===== src/rtl/router_pkg.sv =====
// Shared defaults, FSM state type and pointer helper for the round-robin router arbiter.
package router_pkg;

  localparam int ROUTER_ADDR_WIDTH = 32;
  localparam int ROUTER_DATA_WIDTH = 32;
  localparam int ROUTER_NUM_PORTS  = 4;
  localparam int ROUTER_CNT_WIDTH  = 16;

  typedef enum logic {
    IDLE   = 1'b0,
    LOCKED = 1'b1
  } arb_state_t;

  // Modulo increment used to advance the round-robin pointer past the last winner.
  function automatic int unsigned rr_next(input int unsigned idx, input int unsigned n);
    return (idx + 32'd1 >= n) ? 32'd0 : idx + 32'd1;
  endfunction

endpackage


===== src/rtl/router_rr_arbiter_if.sv =====
// Input-port bundle and output channel of the router arbiter.
// ROUTER_ARB_STATS_EN adds the packed per-port packet counters.
interface router_rr_arbiter_if #(
  parameter int NUM_PORTS  = router_pkg::ROUTER_NUM_PORTS,
  parameter int ADDR_WIDTH = router_pkg::ROUTER_ADDR_WIDTH,
  parameter int DATA_WIDTH = router_pkg::ROUTER_DATA_WIDTH
`ifdef ROUTER_ARB_STATS_EN
  , parameter int CNT_WIDTH = router_pkg::ROUTER_CNT_WIDTH
`endif
);
  localparam int SRC_W = $clog2(NUM_PORTS);

  logic [NUM_PORTS*ADDR_WIDTH-1:0] in_addr;
  logic [NUM_PORTS*DATA_WIDTH-1:0] in_data;
  logic [NUM_PORTS-1:0]            in_valid;
  logic [NUM_PORTS-1:0]            in_last;
  logic [NUM_PORTS-1:0]            in_ready;
  logic [ADDR_WIDTH-1:0]           out_addr;
  logic [DATA_WIDTH-1:0]           out_data;
  logic [SRC_W-1:0]                out_src;
  logic                            out_last;
  logic                            out_valid;
  logic                            out_ready;
  logic [NUM_PORTS-1:0]            grant;
  logic                            busy;
`ifdef ROUTER_ARB_STATS_EN
  logic [NUM_PORTS*CNT_WIDTH-1:0]  pkt_count;

  modport master (
    output in_addr, in_data, in_valid, in_last, out_ready,
    input  in_ready, out_addr, out_data, out_src, out_last, out_valid, grant, busy, pkt_count
  );
  modport slave (
    input  in_addr, in_data, in_valid, in_last, out_ready,
    output in_ready, out_addr, out_data, out_src, out_last, out_valid, grant, busy, pkt_count
  );
`else
  modport master (
    output in_addr, in_data, in_valid, in_last, out_ready,
    input  in_ready, out_addr, out_data, out_src, out_last, out_valid, grant, busy
  );
  modport slave (
    input  in_addr, in_data, in_valid, in_last, out_ready,
    output in_ready, out_addr, out_data, out_src, out_last, out_valid, grant, busy
  );
`endif

endinterface


===== src/rtl/router_rr_arbiter_rr_pick.sv =====
// Combinational round-robin picker: first requester at or after i_ptr, wrapping modulo NUM_PORTS.
module rr_pick #(
  parameter  int NUM_PORTS = 4,
  localparam int SRC_W     = $clog2(NUM_PORTS)
) (
  input  logic [NUM_PORTS-1:0] i_req,
  input  logic [SRC_W-1:0]     i_ptr,
  output logic [NUM_PORTS-1:0] o_onehot,
  output logic [SRC_W-1:0]     o_idx,
  output logic                 o_any
);

  always_comb begin
    int j;
    j        = 0;
    o_idx    = '0;
    o_any    = |i_req;
    // Walk from farthest to nearest so the closest requester to the pointer wins last.
    for (int k = NUM_PORTS - 1; k >= 0; k--) begin
      j = int'(i_ptr) + k;
      if (j >= NUM_PORTS) begin
        j = j - NUM_PORTS;
      end
      if (i_req[j]) begin
        o_idx = SRC_W'(j);
      end
    end
    o_onehot = o_any ? (NUM_PORTS'(1) << o_idx) : '0;
  end

endmodule


===== src/rtl/router_rr_arbiter.sv =====
// Packet-locked round-robin arbiter feeding one registered router output channel.
// Optional feature macro: ROUTER_ARB_STATS_EN (per-port saturating packet counters).
module router_rr_arbiter
  import router_pkg::*;
#(
  parameter int ADDR_WIDTH = ROUTER_ADDR_WIDTH,
  parameter int DATA_WIDTH = ROUTER_DATA_WIDTH,
  parameter int NUM_PORTS  = ROUTER_NUM_PORTS
`ifdef ROUTER_ARB_STATS_EN
  , parameter int CNT_WIDTH = ROUTER_CNT_WIDTH
`endif
) (
  input  logic                 clk,
  input  logic                 reset,
  router_rr_arbiter_if.slave   bus
);

  localparam int SRC_W = $clog2(NUM_PORTS);

  logic [ADDR_WIDTH-1:0] w_addr_arr [NUM_PORTS];
  logic [DATA_WIDTH-1:0] w_data_arr [NUM_PORTS];

  genvar gi;
  generate
    for (gi = 0; gi < NUM_PORTS; gi++) begin : g_unpack
      assign w_addr_arr[gi] = bus.in_addr[gi*ADDR_WIDTH +: ADDR_WIDTH];
      assign w_data_arr[gi] = bus.in_data[gi*DATA_WIDTH +: DATA_WIDTH];
    end
  endgenerate

  arb_state_t            r_state;
  logic [SRC_W-1:0]      r_rr_ptr;
  logic [SRC_W-1:0]      r_owner;
  logic [NUM_PORTS-1:0]  r_grant;
  logic                  r_busy;
  logic                  r_out_valid;
  logic                  r_out_last;
  logic [ADDR_WIDTH-1:0] r_out_addr;
  logic [DATA_WIDTH-1:0] r_out_data;
  logic [SRC_W-1:0]      r_out_src;

  logic [NUM_PORTS-1:0]  w_pick_onehot;
  logic [SRC_W-1:0]      w_pick_idx;
  logic                  w_pick_any;

  rr_pick #(.NUM_PORTS(NUM_PORTS)) u_pick (
    .i_req    (bus.in_valid),
    .i_ptr    (r_rr_ptr),
    .o_onehot (w_pick_onehot),
    .o_idx    (w_pick_idx),
    .o_any    (w_pick_any)
  );

  logic                 w_locked;
  logic                 w_can_load;
  logic [SRC_W-1:0]     w_sel_idx;
  logic [NUM_PORTS-1:0] w_sel_onehot;
  logic                 w_sel_req;
  logic                 w_offer;
  logic                 w_xfer;
  logic                 w_sel_last;

  assign w_locked     = (r_state == LOCKED);
  assign w_can_load   = !r_out_valid || bus.out_ready;
  assign w_sel_idx    = w_locked ? r_owner : w_pick_idx;
  assign w_sel_onehot = w_locked ? (NUM_PORTS'(1) << r_owner) : w_pick_onehot;
  assign w_sel_req    = w_locked ? bus.in_valid[r_owner] : w_pick_any;
  // The owner is offered ready even while it idles mid-packet; reset forces every ready low.
  assign w_offer      = reset && w_can_load && (w_locked || w_pick_any);
  assign w_xfer       = w_offer && w_sel_req;
  assign w_sel_last   = bus.in_last[w_sel_idx];

  assign bus.in_ready  = w_offer ? w_sel_onehot : '0;
  assign bus.out_valid = r_out_valid;
  assign bus.out_last  = r_out_last;
  assign bus.out_addr  = r_out_addr;
  assign bus.out_data  = r_out_data;
  assign bus.out_src   = r_out_src;
  assign bus.grant     = r_grant;
  assign bus.busy      = r_busy;

  always_ff @(posedge clk or negedge reset) begin
    if (!reset) begin
      r_state     <= IDLE;
      r_rr_ptr    <= '0;
      r_owner     <= '0;
      r_grant     <= '0;
      r_busy      <= 1'b0;
      r_out_valid <= 1'b0;
      r_out_last  <= 1'b0;
      r_out_addr  <= '0;
      r_out_data  <= '0;
      r_out_src   <= '0;
    end else begin
      if (w_xfer) begin
        r_out_valid <= 1'b1;
        r_out_last  <= w_sel_last;
        r_out_addr  <= w_addr_arr[w_sel_idx];
        r_out_data  <= w_data_arr[w_sel_idx];
        r_out_src   <= w_sel_idx;
      end else if (r_out_valid && bus.out_ready) begin
        r_out_valid <= 1'b0;
      end

      case (r_state)
        IDLE: begin
          if (w_xfer) begin
            if (w_sel_last) begin
              r_rr_ptr <= SRC_W'(rr_next(32'(w_pick_idx), unsigned'(NUM_PORTS)));
            end else begin
              r_state <= LOCKED;
              r_owner <= w_pick_idx;
              r_grant <= w_pick_onehot;
              r_busy  <= 1'b1;
            end
          end
        end
        LOCKED: begin
          if (w_xfer && w_sel_last) begin
            r_state  <= IDLE;
            r_rr_ptr <= SRC_W'(rr_next(32'(r_owner), unsigned'(NUM_PORTS)));
            r_grant  <= '0;
            r_busy   <= 1'b0;
          end
        end
        default: r_state <= IDLE;
      endcase
    end
  end

`ifdef ROUTER_ARB_STATS_EN
  logic [CNT_WIDTH-1:0] r_pkt_count [NUM_PORTS];

  generate
    for (gi = 0; gi < NUM_PORTS; gi++) begin : g_stats
      always_ff @(posedge clk or negedge reset) begin
        if (!reset) begin
          r_pkt_count[gi] <= '0;
        end else if (w_xfer && w_sel_last && (w_sel_idx == SRC_W'(gi)) && (r_pkt_count[gi] != '1)) begin
          r_pkt_count[gi] <= r_pkt_count[gi] + CNT_WIDTH'(1);
        end
      end
      assign bus.pkt_count[gi*CNT_WIDTH +: CNT_WIDTH] = r_pkt_count[gi];
    end
  endgenerate
`endif

endmodule


===== src/flat_wrapper.sv =====
// flat-port wrapper written by rule: the top's interface ports become plain ports
module router_rr_arbiter_flat import router_pkg::*;
#(
  parameter int ADDR_WIDTH = ROUTER_ADDR_WIDTH,
  parameter int DATA_WIDTH = ROUTER_DATA_WIDTH,
  parameter int NUM_PORTS  = ROUTER_NUM_PORTS

)
  (clk, reset, bus_in_addr, bus_in_data, bus_in_valid, bus_in_last, bus_out_ready, bus_in_ready, bus_out_addr, bus_out_data, bus_out_src, bus_out_last, bus_out_valid, bus_grant, bus_busy);
  router_rr_arbiter_if #(.NUM_PORTS(NUM_PORTS), .ADDR_WIDTH(ADDR_WIDTH), .DATA_WIDTH(DATA_WIDTH)) bus_i ();
  input  logic clk;
  input  logic reset;
  input wire logic [$bits(bus_i.in_addr)-1:0] bus_in_addr;
  input wire logic [$bits(bus_i.in_data)-1:0] bus_in_data;
  input wire logic [$bits(bus_i.in_valid)-1:0] bus_in_valid;
  input wire logic [$bits(bus_i.in_last)-1:0] bus_in_last;
  input wire logic [$bits(bus_i.out_ready)-1:0] bus_out_ready;
  output wire logic [$bits(bus_i.in_ready)-1:0] bus_in_ready;
  output wire logic [$bits(bus_i.out_addr)-1:0] bus_out_addr;
  output wire logic [$bits(bus_i.out_data)-1:0] bus_out_data;
  output wire logic [$bits(bus_i.out_src)-1:0] bus_out_src;
  output wire logic [$bits(bus_i.out_last)-1:0] bus_out_last;
  output wire logic [$bits(bus_i.out_valid)-1:0] bus_out_valid;
  output wire logic [$bits(bus_i.grant)-1:0] bus_grant;
  output wire logic [$bits(bus_i.busy)-1:0] bus_busy;
  assign bus_i.in_addr = bus_in_addr;
  assign bus_i.in_data = bus_in_data;
  assign bus_i.in_valid = bus_in_valid;
  assign bus_i.in_last = bus_in_last;
  assign bus_i.out_ready = bus_out_ready;
  assign bus_in_ready = bus_i.in_ready;
  assign bus_out_addr = bus_i.out_addr;
  assign bus_out_data = bus_i.out_data;
  assign bus_out_src = bus_i.out_src;
  assign bus_out_last = bus_i.out_last;
  assign bus_out_valid = bus_i.out_valid;
  assign bus_grant = bus_i.grant;
  assign bus_busy = bus_i.busy;
  router_rr_arbiter #(.ADDR_WIDTH(ADDR_WIDTH), .DATA_WIDTH(DATA_WIDTH), .NUM_PORTS(NUM_PORTS)) u_core (.clk(clk), .reset(reset), .bus(bus_i));
endmodule

===== config.mk =====
export PLATFORM = sky130hd
export DESIGN_NAME = router_rr_arbiter_flat
export DESIGN_NICKNAME = d
export VERILOG_FILES = /design/src/rtl/router_pkg.sv /design/src/rtl/router_rr_arbiter_if.sv /design/src/rtl/router_rr_arbiter_rr_pick.sv /design/src/rtl/router_rr_arbiter.sv /design/src/flat_wrapper.sv
export SDC_FILE = /design/constraint.sdc
export NUM_CORES = 1
export LEC_CHECK = 0
export CAP_MARGIN = 10
export CORE_AREA = 4 4 131 133
export CTS_CLUSTER_DIAMETER = 80
export DETAILED_ROUTE_END_ITERATION = 10
export DIE_AREA = 0 0 135 137
export PLACE_DENSITY = 0.73
export SETUP_SLACK_MARGIN = 0.4
export SYNTH_ARGS = -nofsm -noshare
export SYNTH_HDL_FRONTEND = slang
export SYNTH_SLANG_ARGS = --single-unit

===== constraint.sdc =====
create_clock -name clk -period 2.94 [get_ports clk]
set_input_delay 0.588 -clock clk [delete_from_list [all_inputs] [get_ports clk]]
set_output_delay 0.588 -clock clk [all_outputs]
set_load 0.1 [all_outputs]

Yosys cells after proc, flatten, opt, wreduce, memory -nomap -nowiden
Index checks and enable logic that the tools add are counted.
- flip-flop bits (word level): 78
- bits of input ports: 267
- output and inout bits: 77
- word-level logic and storage cells: 109
- add/sub/neg operators: 9
- $lt $le $gt $ge: 13
- eq/ne operators: 4
- shifts and indexed selects: 2
- multiplexer cells: 55
- bitwise gates (word level): 3
- reductions and logical operators: 13
- operator list (kind ; count):
    $mux W32 ; 8
    $bmux W32 S2 ; 2
    $lt A32 B4 Y1 const B ; 4
    $mux W4 ; 6
    $mux W2 ; 10
    $mux W1 ; 19
    $ge A3 B3 Y1 const B ; 6
    $bmux W1 S2 ; 6
    $sub A3 B3 Y4 const B ; 3
    $add A2 B1 Y3 const B ; 3
    $reduce_and A3 Y1 ; 3
    $pmux W4 S2 ; 1
    $shl A1 B2 Y4 const A ; 2
    $add A2 B2 Y3 const B ; 2
    $lt A2 B3 Y1 const B ; 2
    $logic_and A1 B1 Y1 ; 5
    $ne A2 B1 Y1 const B ; 2
    $ne A2 B2 Y1 const B ; 2
    $pmux W1 S2 ; 2
    $pmux W2 S2 ; 1
    $reduce_or A4 Y1 ; 1
    $sub A2 B3 Y4 const B ; 1
    $ge A2 B3 Y1 const B ; 1
    $not A2 Y3 ; 1
    4 further kinds ; 6

Longest topological paths before layout
- word-level depth: 16
- mapped depth: 9
- gate-level depth less buffers: 9

Cells and area by module
Synthesis repeated with hierarchy kept, for this count alone.
- cell total of the unflattened synthesis: 330
- area, all modules: 5074.9 um^2
- by module, submodules not included (module ; instances ; cells each ; area each (um^2) ; sequential area each (um^2)):
    router_rr_arbiter ; 1 ; 297 ; 4863.4 ; 1951.9
    rr_pick ; 1 ; 33 ; 211.5 ; 0.0

Least setup slack after synthesis
OpenSTA, ideal clock, no wires.
- path kind: input -> output
- from: input bus_in_valid[2]
- to: output bus_in_ready[0]
- arrival: 2810 ps
- data required time: 2352 ps
- setup slack: -458 ps
- cell stages on the path: 9
- buffers on the path: 0
- path through: nor2b_1 a211oi_2 nor2_1 inv_1 ha_1 nand2_1 nor2_1 a21oi_1 nor2_1
- cells in the longest elaborated chain, start to end: 11
- elaborated cells on any way between the ends: 23
- classes of those cells: shift (1); mux (19); reduce/logical (3)
- RTL lines (what ; line ; text):
    start: declaration ; flat_wrapper.sv:15 ; input wire logic [$bits(bus_i.in_valid)-1:0] bus_in_valid;
    $bmux W1 S2 ; router_rr_arbiter_rr_pick.sv:24 ; if (i_req[j]) begin
    $mux W1 (not written as such) (2 in series) ; router_rr_arbiter_rr_pick.sv:24 ;
    $mux W2 (3 in series) ; router_rr_arbiter_rr_pick.sv:24 ;
    $mux W2 (*) ; router_rr_arbiter_rr_pick.sv:24 ;
    named net u_core.u_pick.o_idx[1] ; router_rr_arbiter_rr_pick.sv:9 ; output logic [SRC_W-1:0] o_idx,
    $shl A1 B2 Y4 (*) ; router_rr_arbiter_rr_pick.sv:28 ; o_onehot = o_any ? (NUM_PORTS'(1) << o_idx) : '0;
    $mux W4 (*) ; router_rr_arbiter_rr_pick.sv:28 ;
    $mux W4 (*) ; router_rr_arbiter.sv:66 ; assign w_sel_onehot = w_locked ? (NUM_PORTS'(1) << r_owner) : w_pick_onehot;
    $mux W4 (*) ; router_rr_arbiter.sv:73 ; assign bus.in_ready = w_offer ? w_sel_onehot : '0;
    end: declaration ; flat_wrapper.sv:18 ; output wire logic [$bits(bus_i.in_ready)-1:0] bus_in_ready;
The timed path passes the listed nets; every way through them passes the cells marked *. The select of a mux whose other input is x is not followed.

Final worst setup path
- from: input bus_in_valid[2]
- to: output bus_in_ready[2]
Same word-level chain as after synthesis.

==> run metrics <==
Final Instance Area 9830 um2; adder-cell area share of the yosys netlist 1.99%; WP data required ~2400 ps; Clk pwr share 8.9%; critical path class in2out; final number of hold-violating endpoints 0; I/O pin cnt 344; synthesis-to-finish area growth 95.4%; leading cell types in the layout, fill and taps excluded clkdlybuf4s50_1 (261), buf_4 (109), dfrtp_1 (76); DRC violations left 0; fin crit period 2770 ps; delay-heaviest family, CP buffers and inverters; Post-DP HPWL 16,400 um; Main synth FF type dfrtp_1; Yosys reg bits 78; Root Driver clkbuf_16; Die ar. 18,500 um2; CP Max Fanout 5; Hold Crit Class reg2reg; Clk Latency, worst-skew pair 340 ps; CTS tree built; Largest stage delay, worst path 290 ps; placed inst area 8850 um2; port buffer count ~340; Vias 4,758; synthesis warning total 0; average vias per placed instance 5.01; sequential cell area 1950 um2; CTS Sinks a little under 80; leakage 4.04 nW; routed length per instance 22.9 um; Std-Cell Rows 46; Slew Limit Fails 0; dpl cells 912; Die Width roughly 140 um; core area 15,800 um2; Worst Path Buf+Inv 3; H-tree depth 3; grt ovf 0; Flop pwr share 14.6%; crit start category input pin; clk buf depth 2; Slowest cell on crit path a211oi_4; Initial DRT Pass Iterations 4; reg2reg start u_core.r_rr_ptr[1]; Mapped Nets 613; Min-Delay Startpoint u_core.bus.out_addr[22]; Sw Share about half; Int Power 6.68 mW; Worst Skew 11.3 ps; Routed WL roughly 22,000 um; clock transition at the registers of the reported paths ~60 ps; RSZ-0062 raised after global routing yes; Pwr Density around 1400 nW/um2; GRT Total Usage ~22%; Mean Syn Cell Area around 15 um2; chip height 137 um; area of the multi-input gates 3230 um2; Netlist Area Pre-Place ~5000 um2; Final ANT Viol Nets 0; P_sw 7.11 mW; xor/xnor share of the synthesized area 0%; Initial Util 31.8%; critical path cell sequence clkdlybuf4s15_1 > nor2b_4 > a211oi_4 > nor2_4 > buf_6 > ha_4 > nand2_4 > nor2_2 > a21oi_2 > nor2_4 > buf_12; layout net count 1,004; multiplexer share of the synthesized area 45.1%; largest net degree at the start of global routing 79; IR drop worst, VDD 846 uV; initial antenna violation count 1; commonest non-fill, non-tap cell in the layout clkdlybuf4s50_1; fmax between 0.3 and 0.4 GHz; global-route wire length before repair 30,100 um; largest family of logic cells by synthesized area multiplexers; Crit. Startpoint bus_in_valid[2]; Synth Area in Simple Gates 4.18%; share of layout cells above drive strength 1 45.0%; DRT iter0 DRCs 163; number of global-route vias before repair between 5,000 and 6,000; worst rel slew slack 28.4%; Async SR Flop Fraction 100%; combinational share of power 76.5%; status completed; Post-synth EDFFs 0; final setup fails 0; CP most frequent cell nor2_4; Final Cycle Share 94.1%; # Max-Cap Violations 0; TritonCTS buffer count 9; sequential share of the synthesized area between 30% and 40%; GPL Wtd Cong 0.849; final cell count without fillers 950; Cells after Synth around 340; crit end category primary output; fillers 1,225; Synth cell types 43; Inserted Diodes 0; Slew @ Worst Pin around 1100 ps; critical path data arrival time 2180 ps; Synth Area in Compound Gates 6.07%
## worst register-to-register path, delay by kind of cell, from the launching register on
family | cells | cell delay, ps
multiplexers | 3 | 1080
buffers and inverters | 3 | 550
AO/OA/AOI/OAI | 2 | 520
flip-flops | 1 | 450
## final timing paths
check	endpoint	cells past startpoint	slack, ps
setup / recovery	bus_in_ready[2]	11	170
hold / removal	u_core.bus.out_addr[22]	1	510
hold reg to reg	u_core.bus.out_addr[22]	1	510
max in group asynchronous	u_core.r_rr_ptr[0]	2	1600
setup reg to reg	u_core.bus.out_data[25]	8	210
min in group asynchronous	u_core.bus.out_addr[9]	2	540
## sequential cells by signal, summed over array words and instances (netlist names), named ones only
register / count
u_core.bus.out_valid: 1
u_core.r_rr_ptr: 2
u_core.bus.out_src: 2
u_core.bus.out_addr: 32
u_core.bus.busy: 1
u_core.bus.grant: 4
u_core.bus.out_last: 1
u_core.r_owner: 2
u_core.bus.out_data: 32
## through the flow
step | utilization (%) | setup TNS (ps) | power [mW] | hold WS (ps) | setup slack (ps)
floorplan | - | 0 | 8.96 | 292 | 313
global placement | 55.9 | -10490 | 11.3 | 486 | -198
detailed placement | 55.9 | -13900 | 11.4 | 486 | -262
CTS | 60.0 | 0 | 13.2 | 510 | 193
global route | 62.1 | 0 | 14.3 | 514 | 119
finish | 62.1 | 0 | 13.8 | 507 | 172
## synthesized netlist by cell type, types with 2 or more instances
cell type | n | area (um2)
ha_1 | 8 | 100
buf_6 | 7 | 78.8
nor2_1 | 22 | 82.6
mux2i_1 | 3 | 30.0
clkbuf_1 | 8 | 30.0
o21ai_1 | 3 | 15.0
a21o_1 | 2 | 15.0
mux4_2 | 65 | 1460
o21ai_0 | 5 | 25.0
mux2_2 | 60 | 676
nand3_1 | 2 | 10.0
a31oi_1 | 3 | 18.8
a32o_1 | 3 | 30.0
nand2_1 | 12 | 45.0
mux2_4 | 6 | 90.1
buf_2 | 8 | 40.0
nor2b_1 | 3 | 18.8
inv_1 | 6 | 22.5
dfrtp_1 | 78 | 1950
a21oi_1 | 8 | 40.0
o21a_1 | 3 | 22.5
nand2b_1 | 2 | 12.5
## final cells by class
cell class | count | share of cell area [%]
Sequential cell | 78 | 19.9
Timing Repair Buffer | 405 | 41.0
Tap cell | 216 | 2.75
Clock buffer | 10 | 2.43
Inverter | 7 | 0.318
Clock inverter | 6 | 0.865
Multi-Input combinational cell | 228 | 32.8
## power by group through the flow
stage	Sequential, mW	Combinational, mW	Clock (mW)
global placement	1.97	9.28	0
detailed placement	1.99	9.39	0
finish	2.01	10.6	1.23
global route	2.07	11.0	1.30
floorplan	5.60	3.37	0
CTS	1.98	9.95	1.26
## layer usage
metal  vias up  routed length, um  track usage [%]
li1       2119                  -                -
met1      2375               7650             23.3
met2       229              11900             40.4
met3        33               1730             6.69
met4         2                461             6.89
met5         -                 13                0
## kinds of logic (layout without fill, tap and decap cells)
logic type,count (synthesis),after routing
compound gates,38,38
simple gates,47,47
buf+inv,32,428
flops,78,78
mux,135,135
fa+ha+maj,8,8
## repair_timing
| action | in CTS | in global routing |
|---|---|---|
| endpoints found under the setup margin | 75 | 77 |
| hold buffers | 0 | 0 |
| buffers inserted | 13 | 5 |
| resized for setup | 54 | 56 |
| cloned | 1 | 3 |
| pin swaps | 9 | 13 |
Note: power is estimated with default switching activity, not from simulation.
